File: config.mk
export PLATFORM = sky130hd
export DESIGN_NAME = adap_quan_sched
export DESIGN_NICKNAME = d
export VERILOG_FILES = /design/src/rtl/adap_quan_sched.sv
export SDC_FILE = /design/constraint.sdc
export NUM_CORES = 1
export LEC_CHECK = 0
export BUFFER_PORTS_ARGS = -buffer_cell sky130_fd_sc_hd__buf_2
export CAP_MARGIN = 15
export CORE_MARGIN = 4
export CORE_UTILIZATION = 30
export CTS_BUF_LIST = sky130_fd_sc_hd__clkbuf_4 sky130_fd_sc_hd__clkbuf_8
export DETAILED_ROUTE_END_ITERATION = 16
export GPL_ROUTABILITY_DRIVEN = 0
export PLACE_DENSITY = 0.64
export SETUP_SLACK_MARGIN = 0.3
export SLEW_MARGIN = 20
export SYNTH_ARGS = -nofsm -noshare
export SYNTH_HDL_FRONTEND = slang
export SYNTH_SLANG_ARGS = --single-unit
File: constraint.sdc
create_clock -name CLK -period 2.05 [get_ports CLK]
set_clock_uncertainty 0.1 [all_clocks]
set_input_delay 0.41 -clock CLK [delete_from_list [all_inputs] [get_ports CLK]]
set_output_delay 0.41 -clock CLK [all_outputs]
set_load 0.05 [all_outputs]
File: src/rtl/adap_quan_sched.sv
// Round-robin scheduler that time-shares one adaptive quantizer among NCH channels.
// Each grant registers one channel's operands, captures the codeword a cycle later and holds it until consumed.
module adap_quan_sched #(
  parameter int unsigned NCH = 4,
  localparam int unsigned CW = $clog2(NCH)
) (
  input  logic              CLK,
  input  logic              RESET,
  input  logic [NCH-1:0]    REQ,
  input  logic [16*NCH-1:0] D_IN,
  input  logic [13*NCH-1:0] Y_IN,
  input  logic [2*NCH-1:0]  RATE_IN,
  output logic [NCH-1:0]    GNT,
  output logic [15:0]       Q_D,
  output logic [12:0]       Q_Y,
  output logic [1:0]        Q_RATE,
  input  logic [4:0]        Q_I,
  output logic [4:0]        I_OUT,
  output logic [CW-1:0]     I_CH,
  output logic              I_VLD,
  input  logic              I_RDY,
  output logic              BUSY,
  output logic [15:0]       CNT
);

  typedef enum logic [1:0] {StIdle, StEval, StDone} state_e;

  state_e          state_q, state_d;
  logic [CW-1:0]   ptr_q;
  logic [CW-1:0]   ch_q;
  logic [NCH-1:0]  gnt_q;
  logic [15:0]     qd_q;
  logic [12:0]     qy_q;
  logic [1:0]      qrate_q;
  logic [4:0]      iout_q;
  logic [CW-1:0]   ich_q;
  logic            vld_q;
  logic            busy_q;
  logic [15:0]     cnt_q;

  logic            win_found;
  logic [CW-1:0]   win_ch;
  logic [CW-1:0]   idx;
  logic            grant;
  logic            capture;
  logic            complete;

  // Round-robin search starting at ptr_q; index wraps naturally since NCH is a power of two.
  always_comb begin
    win_found = 1'b0;
    win_ch    = '0;
    idx       = '0;
    for (int i = 0; i < NCH; i++) begin
      idx = ptr_q + i[CW-1:0];
      if (!win_found && REQ[idx]) begin
        win_found = 1'b1;
        win_ch    = idx;
      end
    end
  end

  always_ff @(posedge CLK) begin
    if (RESET) begin
      state_q <= StIdle;
    end else begin
      state_q <= state_d;
    end
  end

  always_comb begin
    state_d = state_q;
    unique case (state_q)
      StIdle: if (win_found) state_d = StEval;
      StEval: state_d = StDone;
      StDone: begin
        if (I_RDY) state_d = win_found ? StEval : StIdle;
      end
      default: state_d = StIdle;
    endcase
  end

  always_comb begin
    grant    = 1'b0;
    capture  = 1'b0;
    complete = 1'b0;
    unique case (state_q)
      StIdle: grant = win_found;
      StEval: capture = 1'b1;
      StDone: begin
        complete = I_RDY;
        grant    = I_RDY && win_found;
      end
      default: ;
    endcase
  end

  always_ff @(posedge CLK) begin
    if (RESET) begin
      ptr_q   <= '0;
      ch_q    <= '0;
      gnt_q   <= '0;
      qd_q    <= '0;
      qy_q    <= '0;
      qrate_q <= '0;
      iout_q  <= '0;
      ich_q   <= '0;
      vld_q   <= 1'b0;
      busy_q  <= 1'b0;
      cnt_q   <= '0;
    end else begin
      gnt_q  <= grant ? (NCH'(1) << win_ch) : '0;
      busy_q <= (state_d != StIdle);
      if (grant) begin
        qd_q    <= D_IN[16*win_ch +: 16];
        qy_q    <= Y_IN[13*win_ch +: 13];
        qrate_q <= RATE_IN[2*win_ch +: 2];
        ch_q    <= win_ch;
        ptr_q   <= win_ch + CW'(1);
      end
      if (capture) begin
        iout_q <= Q_I;
        ich_q  <= ch_q;
        vld_q  <= 1'b1;
      end
      if (complete) begin
        vld_q <= 1'b0;
        cnt_q <= cnt_q + 16'd1;
      end
    end
  end

  assign GNT    = gnt_q;
  assign Q_D    = qd_q;
  assign Q_Y    = qy_q;
  assign Q_RATE = qrate_q;
  assign I_OUT  = iout_q;
  assign I_CH   = ich_q;
  assign I_VLD  = vld_q;
  assign BUSY   = busy_q;
  assign CNT    = cnt_q;

endmodule

* Word level (Yosys, flattened, before mapping)
Cells that the tools add are included.
** Operators by class
- $add $sub $neg :: 5
- Multiply operators :: 1
- Divide/modulo/power cells :: 0
- Order comparisons :: 4
- Equality and inequality tests :: 2
- Shift-type cells :: 4
- Mux-type cells :: 23
- Bitwise gates (word level) :: 1
- Reduce and logical (&&, ||, !) cells :: 11
** Operators by type and width (count)
- indexed part select 64 x 7 -> 16 bit :: 1
- indexed part select 52 x 7 -> 13 bit :: 1
- adder 16 x 1 -> 16 bit, second input constant :: 1
- < comparator 2 x 3 -> 1 bit, second input constant :: 4
- two-way mux 2 bit :: 6
- two-way mux 1 bit :: 11
- binary-select mux 1 bit (select 2 bit) :: 4
- indexed part select 8 x 4 -> 2 bit :: 1
- multiplier 4 x 2 -> 6 bit, first input constant :: 1
- one-hot mux 2 bit (3 select lines) :: 1
- adder 2 x 1 -> 2 bit, second input constant :: 2
- adder 2 bit, second input constant :: 2
- logical AND 1 bit :: 4
- OR reduction 2 bit :: 2
- << shifter 1 x 2 -> 4 bit, first input constant :: 1
- logical NOT 1 bit :: 3
- equality test 2 x 1 -> 1 bit, second input constant :: 1
- equality test 2 bit, second input constant :: 1
- logical NOT 2 bit :: 1
- one-hot mux 1 bit (2 select lines) :: 1
- nonzero test 2 bit :: 1
- NOT 1 bit :: 1
** Storage, ports and cells
- Register bits after elaboration :: 66
- Bits in latches :: 0
- Memory bits (writable) :: 0
- Bits in read-only memories :: 0
- Input bits :: 136
- Output and inout port bits :: 60
- Word-level logic and storage cells :: 63
- Memories :: 0

* Depth between registers and ports, before layout
Gate-level depths: netlist of the first run.
- Depth after elaboration :: 16
- Mapped depth :: 7
- Depth with buffers taken out :: 5

* Worst setup path before layout of the first run
No wires, ideal clock.
- Kind :: register to register
- Start point :: register cnt_q[3], in the netlist CNT[3]
- End point :: register cnt_q[13], in the netlist CNT[13]
- Setup time :: 0.128 ns
- Data arrival time :: 1.626 ns
- Data required time :: 1.822 ns
- Setup slack :: 0.196 ns
- Stages on the path, launching flop included :: 6
- Path buffers :: 0
- Period minus slack after synthesis :: 1.854 ns
- Path through :: dfxtp_1 > nand4_1 > nor3_1 > nand4_1 > xor2_1 > nor2_1
** Between the ends
- Word-level cells in the longest chain between the ends :: 1
** RTL lines
- from (decl) :: RTL line 39 : logic [15:0] cnt_q;
- from (signal assigned) :: RTL line 127 : cnt_q <= cnt_q + 16'd1;
- adder 16 x 1 -> 16 bit :: RTL line 127
Every way passes these cells.
A chain may end at the register's enable or synchronous reset.

* Final worst setup path of the first run
- Start point :: register ptr_q[1]
- End point :: register qy_q[0], in the netlist Q_Y[0]
** Between the ends
- Word-level cells in the longest chain between the ends :: 14
- Elaborated cells between the ends (all ways) :: 29
- Those cells by class :: add/sub: 3; mul: 1; shift: 1; mux: 17; reduce/logical: 7
** RTL lines
- from (decl) :: RTL line 29 : logic [CW-1:0] ptr_q;
- from (signal assigned) :: RTL line 118 : ptr_q <= win_ch + CW'(1);
- branches (longest 14 deep; another with multiplier 4 x 2 -> 6 bit)
- to (signal assigned) :: RTL line 115 : qy_q <= Y_IN[13*win_ch +: 13];
- to (decl) :: RTL line 33 : logic [12:0] qy_q;
Several ways; the timed one is not identified. The select of a mux whose other input is x is not followed.

==> results of run 1 <==
worst min-delay path by stage:
stage	from	end	slack, ns	depth (start not counted)
final	RESET	state_q[0]$_SDFF_PP0_	0.19	2
after global routing	RESET	state_q[0]$_SDFF_PP0_	0.16	2
after CTS	RESET	state_q[0]$_SDFF_PP0_	0.17	2
after detailed placement	I_OUT[4]$_SDFFE_PP0N_	I_OUT[4]$_SDFFE_PP0N_	0.35	2
after global placement	I_OUT[0]$_SDFFE_PP0N_	I_OUT[0]$_SDFFE_PP0N_	0.34	2
after floorplan	ch_q[1]$_SDFFE_PP0P_	I_CH[1]$_SDFFE_PP0N_	0.33	2
what timing repair did:
item / 4_1_cts / 5_1_grt
hold endpoints to repair: 0 / 0
pin swaps: 3 / 4
resized for setup: 14 / 34
gates cloned: 5 / 2
setup buffers: 6 / 4
hold buffers: 0 / 0
setup endpoints to repair: 32 / 39
per-stage QoR:
step / utilization / setup slack, ns / setup TNS [ns]
detailed placement: 0.4235 / -0.008375 / -0.008375
finish: 0.4890 / 0.1903 / 0
global route: 0.4890 / 0.1096 / 0
floorplan: - / 0.2582 / 0
global placement: 0.4235 / 0.03923 / 0
CTS: 0.4656 / 0.1851 / 0
power by group:
group	switching (W)	internal [W]	total, W	leakage (nW)
logic	0.00102	0.000765	0.00179	1.89
clock network	0.000515	0.000640	0.00116	0.102
registers	0.0000865	0.00143	0.00152	0.546
registers in the layout, indices dropped and copies added (netlist names):
signal   flops
I_OUT        5
I_CH         2
GNT          4
ch_q         2
CNT         16
state_q      2
BUSY         1
Q_Y         13
ptr_q        2
Q_RATE       2
I_VLD        1
Q_D         16
layout make-up:
class	count	area, µm²	share of cell area
multi-input combinational	241	1949	0.3827
inverter	2	7.507	0.001474
timing repair buffer	223	1424	0.2795
clock buffer	12	158.9	0.03120
clock inverter	4	50.05	0.009826
sequential	66	1334	0.2619
tap	136	170.2	0.03341
cell families after synthesis:
group,count (synthesis),synth area share
and+or+nand+nor,83,0.1313
AOI/OAI and AO/OA,77,0.1653
DFF,66,0.4079
muxes,64,0.1978
buffers and inverters,28,0.05060
xor gates and xnor gates,16,0.04326
adders and majority gates,1,0.003862
layout by cell type, fill, tap and decap left out, types with 3 or more instances in the layout:
cell type,instances
mux2i_2,5
buf_2,195
dfxtp_2,7
buf_12,7
xor2_1,12
a2bb2oi_1,21
nand2_1,20
xnor2_1,4
a2bb2oi_2,8
o21ai_1,23
clkbuf_8,11
mux2i_4,3
buf_4,10
nor2_1,23
nand4_1,5
a21oi_1,10
mux2i_1,56
buf_16,5
o21ai_2,7
dfxtp_1,58
nand3_1,5
buf_6,4
nor2b_1,3
routing by layer:
metal,global-route usage,share of wire,vias to the layer above
li1,-,-,1631
met1,0.1863,0.40,1522
met2,0.2890,0.50,126
met3,0.06304,0.083,16
met4,0.04947,0.015,2
met5,0,0.00063,-
critical path, stage by stage (launching register included):
cell and delay (ns):
dfxtp_4 0.36, or3b_4 0.39, o221ai_4 0.08, buf_6 0.19, buf_12 0.15, mux2i_1 0.22
a2bb2oi_1 0.16, o21ai_1 0.09
==> summary.md, run 1 <==
| Metric | Value |
|---|---|
| Global route overflow | `0` |
| Crit path kind | `flip-flop to flip-flop` |
| Worst vdd ir | `~0.41 mV` |
| Cell area after layout | `5094 µm²` |
| Clock Tree Buf Depth | `2` |
| CTS clk-pin slew, worst paths | `about 0.08 ns` |
| P_leak | `2.538 nW` |
| Critical Path Source | `ptr_q[1]$_SDFFE_PP0P_` |
| WP data required | `roughly 2.2 ns` |
| Post-detailed-placement half-perimeter wirelength | `7.577 mm` |
| Post-Synthesis Net Count | `472` |
| Global-route wire length before repair | `roughly 17 mm` |
| Layout overhead on the synthesized area | `57.24%` |
| Register area share after synthesis | `0.4079` |
| Critical-path maximum fanout | `8` |
| DRC marker count from the first detailed-route iteration | `95` |
| Clock latency on the worst-skew pair | `about 0.34 ns` |
| Vias | `around 3,300` |
| Asr flop ratio synth | `0` |
| Vias in the first global route | `3,370` |
| Crit start category | `flip-flop` |
| Mapped Area | `3239 µm²` |
| CTS Root Buffer Type | `clkbuf_8` |
| Total power | `0.004461 W` |
| Die X | `111.9 µm` |
| Status | `completed` |
| RSZ-0062 raised after global routing | `yes` |
| Routed len/inst | `16.17 µm` |
| GRT Total Usage | `0.1653` |
| Port buffer count | `195` |
| Slew HR | `0.6198` |
| Number of synthesized flops with an enable pin | `0` |
| Hold_ws | `around 0.19 ns` |
| Max Cap Viol | `0` |
| Fillers | `1,013` |
| Share of the synthesized area in the top cell type | `0.4079` |
| Period utilization | `0.9072` |
| HP Class | `input pin to flip-flop` |
| R2r setup slk | `0.19 ns` |
| Post-synth top cells | `66 x dfxtp_1, 64 x mux2i_1, 29 x a2bb2oi_1, 29 x o21ai_1, 27 x nor2_1` |
| Final wirelength | `11.06 mm` |
| Syn avg cell area | `around 9.7 µm²` |
| FF-to-FF Start | `ptr_q[1]$_SDFFE_PP0P_` |
| CP endpoint kind | `flip-flop` |
| Clk sinks | `66` |
| Initial antenna violation count | `1` |
| Critical path endpoint | `Q_Y[0]$_SDFFE_PP0P_` |
| Unique cell type count in the Yosys netlist | `41` |
| Least-Margin Pin Slew | `around 0.57 ns` |
| Layout cells sized above 1 | `0.5310` |
| Worst Reg2Reg Path Length in Cells | `7` |
| Placed cell count | `651` |
| Leading area contributor after synthesis | `dfxtp_1` |
| Final setup fails | `0` |
| Io pins | `~200` |
| Critical Path AT | `between 1.5 and 2 ns` |
| PD cells | `between 800 and 900 nW/µm²` |
| Synth Instances | `~340` |
| Final Critical Period | `1.860 ns` |
| Non-Filler Instances | `between 600 and 700` |
| Yosys warns | `0` |
| Drt via density | `4.820` |
| Reg2reg end | `Q_Y[0]$_SDFFE_PP0P_` |
| Largest net degree at the start of global routing | `33` |
| Placed Instance Area | `around 4400 µm²` |
| FF+latch count, synth | `between 60 and 70` |
| Most frequent cell after synthesis | `dfxtp_1` |
| Fmax | `537.7 MHz` |
| CTS Buf Count | `9` |
| Initial Utilization | `0.3110` |
| Fin nets | `slightly below 700` |
| Pre-antenna DRT Iters | `4` |
| Synth top area cells | `dfxtp_1 41%, mux2i_1 20%, a2bb2oi_1 7.8%` |
| DIE AREA | `12,520 µm²` |
| Hold Vio Cnt, Final | `0` |
| Diodes inserted | `0` |
| Die Y | `around 110 µm` |
| Slew Viols, Final | `0` |
| Total core area | `10,420 µm²` |
| Post-route antenna net violation count | `0` |
| H-tree depth | `3` |
| Number of core rows | `37` |
| CTS tree | `yes` |
| Main synth FF type | `dfxtp_1` |
| Drc violations | `0` |
No activity file was read; power rests on OpenSTA's default activity.
==> run 2: changes to the inputs <==
ABC_AREA = 1   (was not set)
PLACE_DENSITY = 0.62   (was 0.64)
SKIP_CTS_REPAIR_TIMING = 1   (was not set)
==> run 2 against run 1 <==
Combinational power increased to 4.3 times the previous value. Design area grew 15%. Via count rose by 43%. Clock power is 5% lower. Worst setup slack worse by 0.10 ns. Routed wire length is 26% higher. Fmax shrank 5.2%. Non-clock buffer count increased by 12. Register-to-register slack worse by 0.10 ns. Clock-buffer cell count fell by 3. Critical endpoint is now Q_Y[8]$_SDFFE_PP0P_. Largest power group unchanged. Highest routed layer unchanged.
==> summary.md, run 2 <==
| Metric | Value |
|---|---|
| Status | `completed` |
| Final setup fails | `0` |
| Largest net degree at the start of global routing | `63` |
| CTS Buf Count | `9` |
| Commonest non-fill, non-tap cells in the layout | `195 x buf_2, 166 x nand3_1, 117 x nand2_1, 59 x dfxtp_1` |
| Critical path endpoint | `Q_Y[8]$_SDFFE_PP0P_` |
| Final Critical Period | `1.962 ns` |
| Vias | `~4,700` |
| Pre-antenna DRT Iters | `4` |
| CTS clk-pin slew, worst paths | `0.08 ns` |
| Crit start category | `flip-flop` |
| Worst slack, placed | `0.006905 ns` |
| DRC marker count from the first detailed-route iteration | `274` |
| Layout overhead on the synthesized area | `57.69%` |
| Post-synth top cells | `196 x nand3_1, 146 x nand2_1, 66 x dfxtp_1` |
| Clk sinks | `66` |
| R2r setup slk | `0.09 ns` |
| CTS tree | `yes` |
| Least-Margin Pin Slew | `between 0.4 and 0.5 ns` |
| Asr flop ratio synth | `0` |
| Port buffer count | `195` |
| Drt via density | `between 4 and 5` |
| Worst Reg2Reg Path Length in Cells | `14` |
| Initial Utilization | `0.3084` |
| Vias in the first global route | `4,129` |
| PD cells | `1830 nW/µm²` |
| Worst vdd ir | `between 1 and 1.5 mV` |
| FF+latch count, synth | `66` |
| Number of synthesized flops with an enable pin | `0` |
| Slew HR | `0.7248` |
| Hold Vio Cnt, Final | `0` |
| RSZ-0062 raised after global routing | `yes` |
| Share of the synthesized area in the top cell type | `0.3552` |
| Number of core rows | `40` |
| Post-Synthesis Net Count | `724` |
| Initial antenna violation count | `1` |
| Global route overflow | `0` |
| Max Cap Viol | `0` |
| Total core area | `12,060 µm²` |
| Clock Tree Buf Depth | `2` |
| Most frequent cell after synthesis | `nand3_1` |
| CTS Root Buffer Type | `clkbuf_8` |
| Critical Path AT | `2.10 ns` |
| H-tree depth | `3` |
| Layout cells sized above 1 | `0.4325` |
| Critical Path Source | `ptr_q[0]$_SDFFE_PP0P_` |
| Synth Instances | `slightly below 600` |
| GRT Total Usage | `0.1727` |
| Main synth FF type | `dfxtp_1` |
| WP data required | `2.19 ns` |
| Most common cell after layout, fill and taps aside | `buf_2` |
| Mapped Area | `3720 µm²` |
| Slew Viols, Final | `0` |
| P_leak | `between 2 and 3 nW` |
| Diodes inserted | `0` |
| Routed len/inst | `around 14 µm` |
| Period utilization | `0.9572` |
| Hold_ws | `0.1776 ns` |
| Fmax | `509.6 MHz` |
| Post-detailed-placement half-perimeter wirelength | `9.456 mm` |
| Die X | `119.4 µm` |
| Synth top area cells | `dfxtp_1 36%, nand3_1 26%, nand2_1 15%` |
| Register area share after synthesis | `0.3552` |
| Yosys warns | `0` |
| Die Y | `119.4 µm` |
| DIE AREA | `14,240 µm²` |
| Fin nets | `between 900 and 1,000` |
| HP Class | `input pin to flip-flop` |
| Critical-path maximum fanout | `8` |
| Io pins | `196` |
| Hold Crit Depth | `3` |
| Crit path kind | `flip-flop to flip-flop` |
| Global-route wire length before repair | `20.08 mm` |
| CP endpoint kind | `flip-flop` |
| Slack of the critical path | `between 0.08 and 0.09 ns` |
| Reg2reg end | `Q_Y[8]$_SDFFE_PP0P_` |
| Post-route antenna net violation count | `0` |
| Syn avg cell area | `6.337 µm²` |
| Final wirelength | `about 14 mm` |
| FF-to-FF Start | `ptr_q[0]$_SDFFE_PP0P_` |
| Unique cell type count in the Yosys netlist | `27` |
| Drc violations | `0` |
| Clock latency on the worst-skew pair | `0.35 ns` |
| Leading area contributor after synthesis | `dfxtp_1` |
run 2: cell count changes in the layout (fill, tap and decap cells not counted), moves of 6 or more:
| cell | before | now |
|---|---|---|
| o21ai_1 | 23 | 3 |
| xor2_1 | 12 | 1 |
| a2bb2oi_2 | 8 | 0 |
| nand2_2 | 1 | 26 |
| buf_4 | 10 | 18 |
| nand3_2 | 0 | 29 |
| nand3_1 | 5 | 166 |
| nand2_1 | 20 | 117 |
| nand2_4 | 0 | 6 |
| inv_1 | 2 | 33 |
| nor2_1 | 23 | 33 |
| mux2i_1 | 56 | 0 |
| a2bb2oi_1 | 21 | 0 |
| o21ai_0 | 0 | 13 |
run 2: area by class of cell:
cell class	count	area [µm²]
Fill cell	1263	6196
Multi-Input combinational cell	443	2411
Timing Repair Buffer	235	1550
Sequential cell	66	1340
Tap cell	168	210.2
Inverter	40	162.7
Clock buffer	9	123.9
Clock inverter	7	67.56
run 2: where the power goes:
| part | switching, W | total [W] | internal [W] | leakage [nW] |
|---|---|---|---|---|
| combinational | 0.00476 | 0.00778 | 0.00303 | 2.34 |
| sequential | 0.000201 | 0.00185 | 0.00165 | 0.546 |
| clock | 0.000538 | 0.00110 | 0.000560 | 0.0951 |
| total | 0.00550 | 0.0107 | 0.00523 | 2.98 |
run 2: per-stage QoR:
| step | cell area (µm²) | util | power (W) | setup TNS (ns) | instances |
|---|---|---|---|---|---|
| after floorplan | 3784 | - | 0.006266 | 0 | 587 |
| after global placement | 5017 | 0.4160 | 0.007842 | 0 | 935 |
| after detailed placement | 5017 | 0.4160 | 0.007847 | 0 | 935 |
| after CTS | 5209 | 0.4318 | 0.008985 | 0 | 951 |
| after global routing | 5866 | 0.4863 | 0.01155 | -0.04445 | 968 |
| final | 5866 | 0.4863 | 0.01073 | 0 | 968 |
run 2: layer usage:
layer | wire length (µm) | vias to the layer above | global-route usage
met1 | 5716 | 2135 | 0.2164
met2 | 6857 | 191 | 0.2889
met5 | 13 | - | 0
met3 | 1142 | 14 | 0.06220
li1 | - | 2377 | -
met4 | 181 | 2 | 0.03006
run 2: how the worst min path moves through the flow:
stage	start	end	slack (ns)
2_1_floorplan	ch_q[0]$_SDFFE_PP0P_	I_CH[0]$_SDFFE_PP0N_	0.32
3_3_place_gp	ch_q[0]$_SDFFE_PP0P_	I_CH[0]$_SDFFE_PP0N_	0.33
3_5_place_dp	ch_q[0]$_SDFFE_PP0P_	I_CH[0]$_SDFFE_PP0N_	0.34
4_1_cts	Q_I[0]	I_OUT[0]$_SDFFE_PP0N_	0.16
5_1_grt	Q_I[4]	I_OUT[4]$_SDFFE_PP0N_	0.16
6_report	Q_I[0]	I_OUT[0]$_SDFFE_PP0N_	0.18
run 2: cells by family (layout without fill, tap and decap cells):
kind of cell | Yosys count | after routing | share of synthesized area
XOR/XNOR | 1 | 1 | 0.002355
AO/OA/AOI/OAI | 40 | 40 | 0.05752
buffers and inverters | 78 | 291 | 0.09687
adder cells (fa/ha/maj) | 1 | 1 | 0.003363
flip-flops | 66 | 66 | 0.3552
AND/OR/NAND/NOR | 401 | 401 | 0.4847
run 2: critical path, stage by stage, from the launching register on:
cell and delay, ns:
dfxtp_4 0.42, buf_6 0.13, nand2_4 0.06, nand3_4 0.07, nand2_4 0.07, nor2_4 0.14
nand3_2 0.12, nand2_4 0.12, nand2_8 0.09, buf_12 0.16, buf_12 0.14, nand2_4 0.05
nand3_2 0.05, nand3_2 0.07, nand2_2 0.05
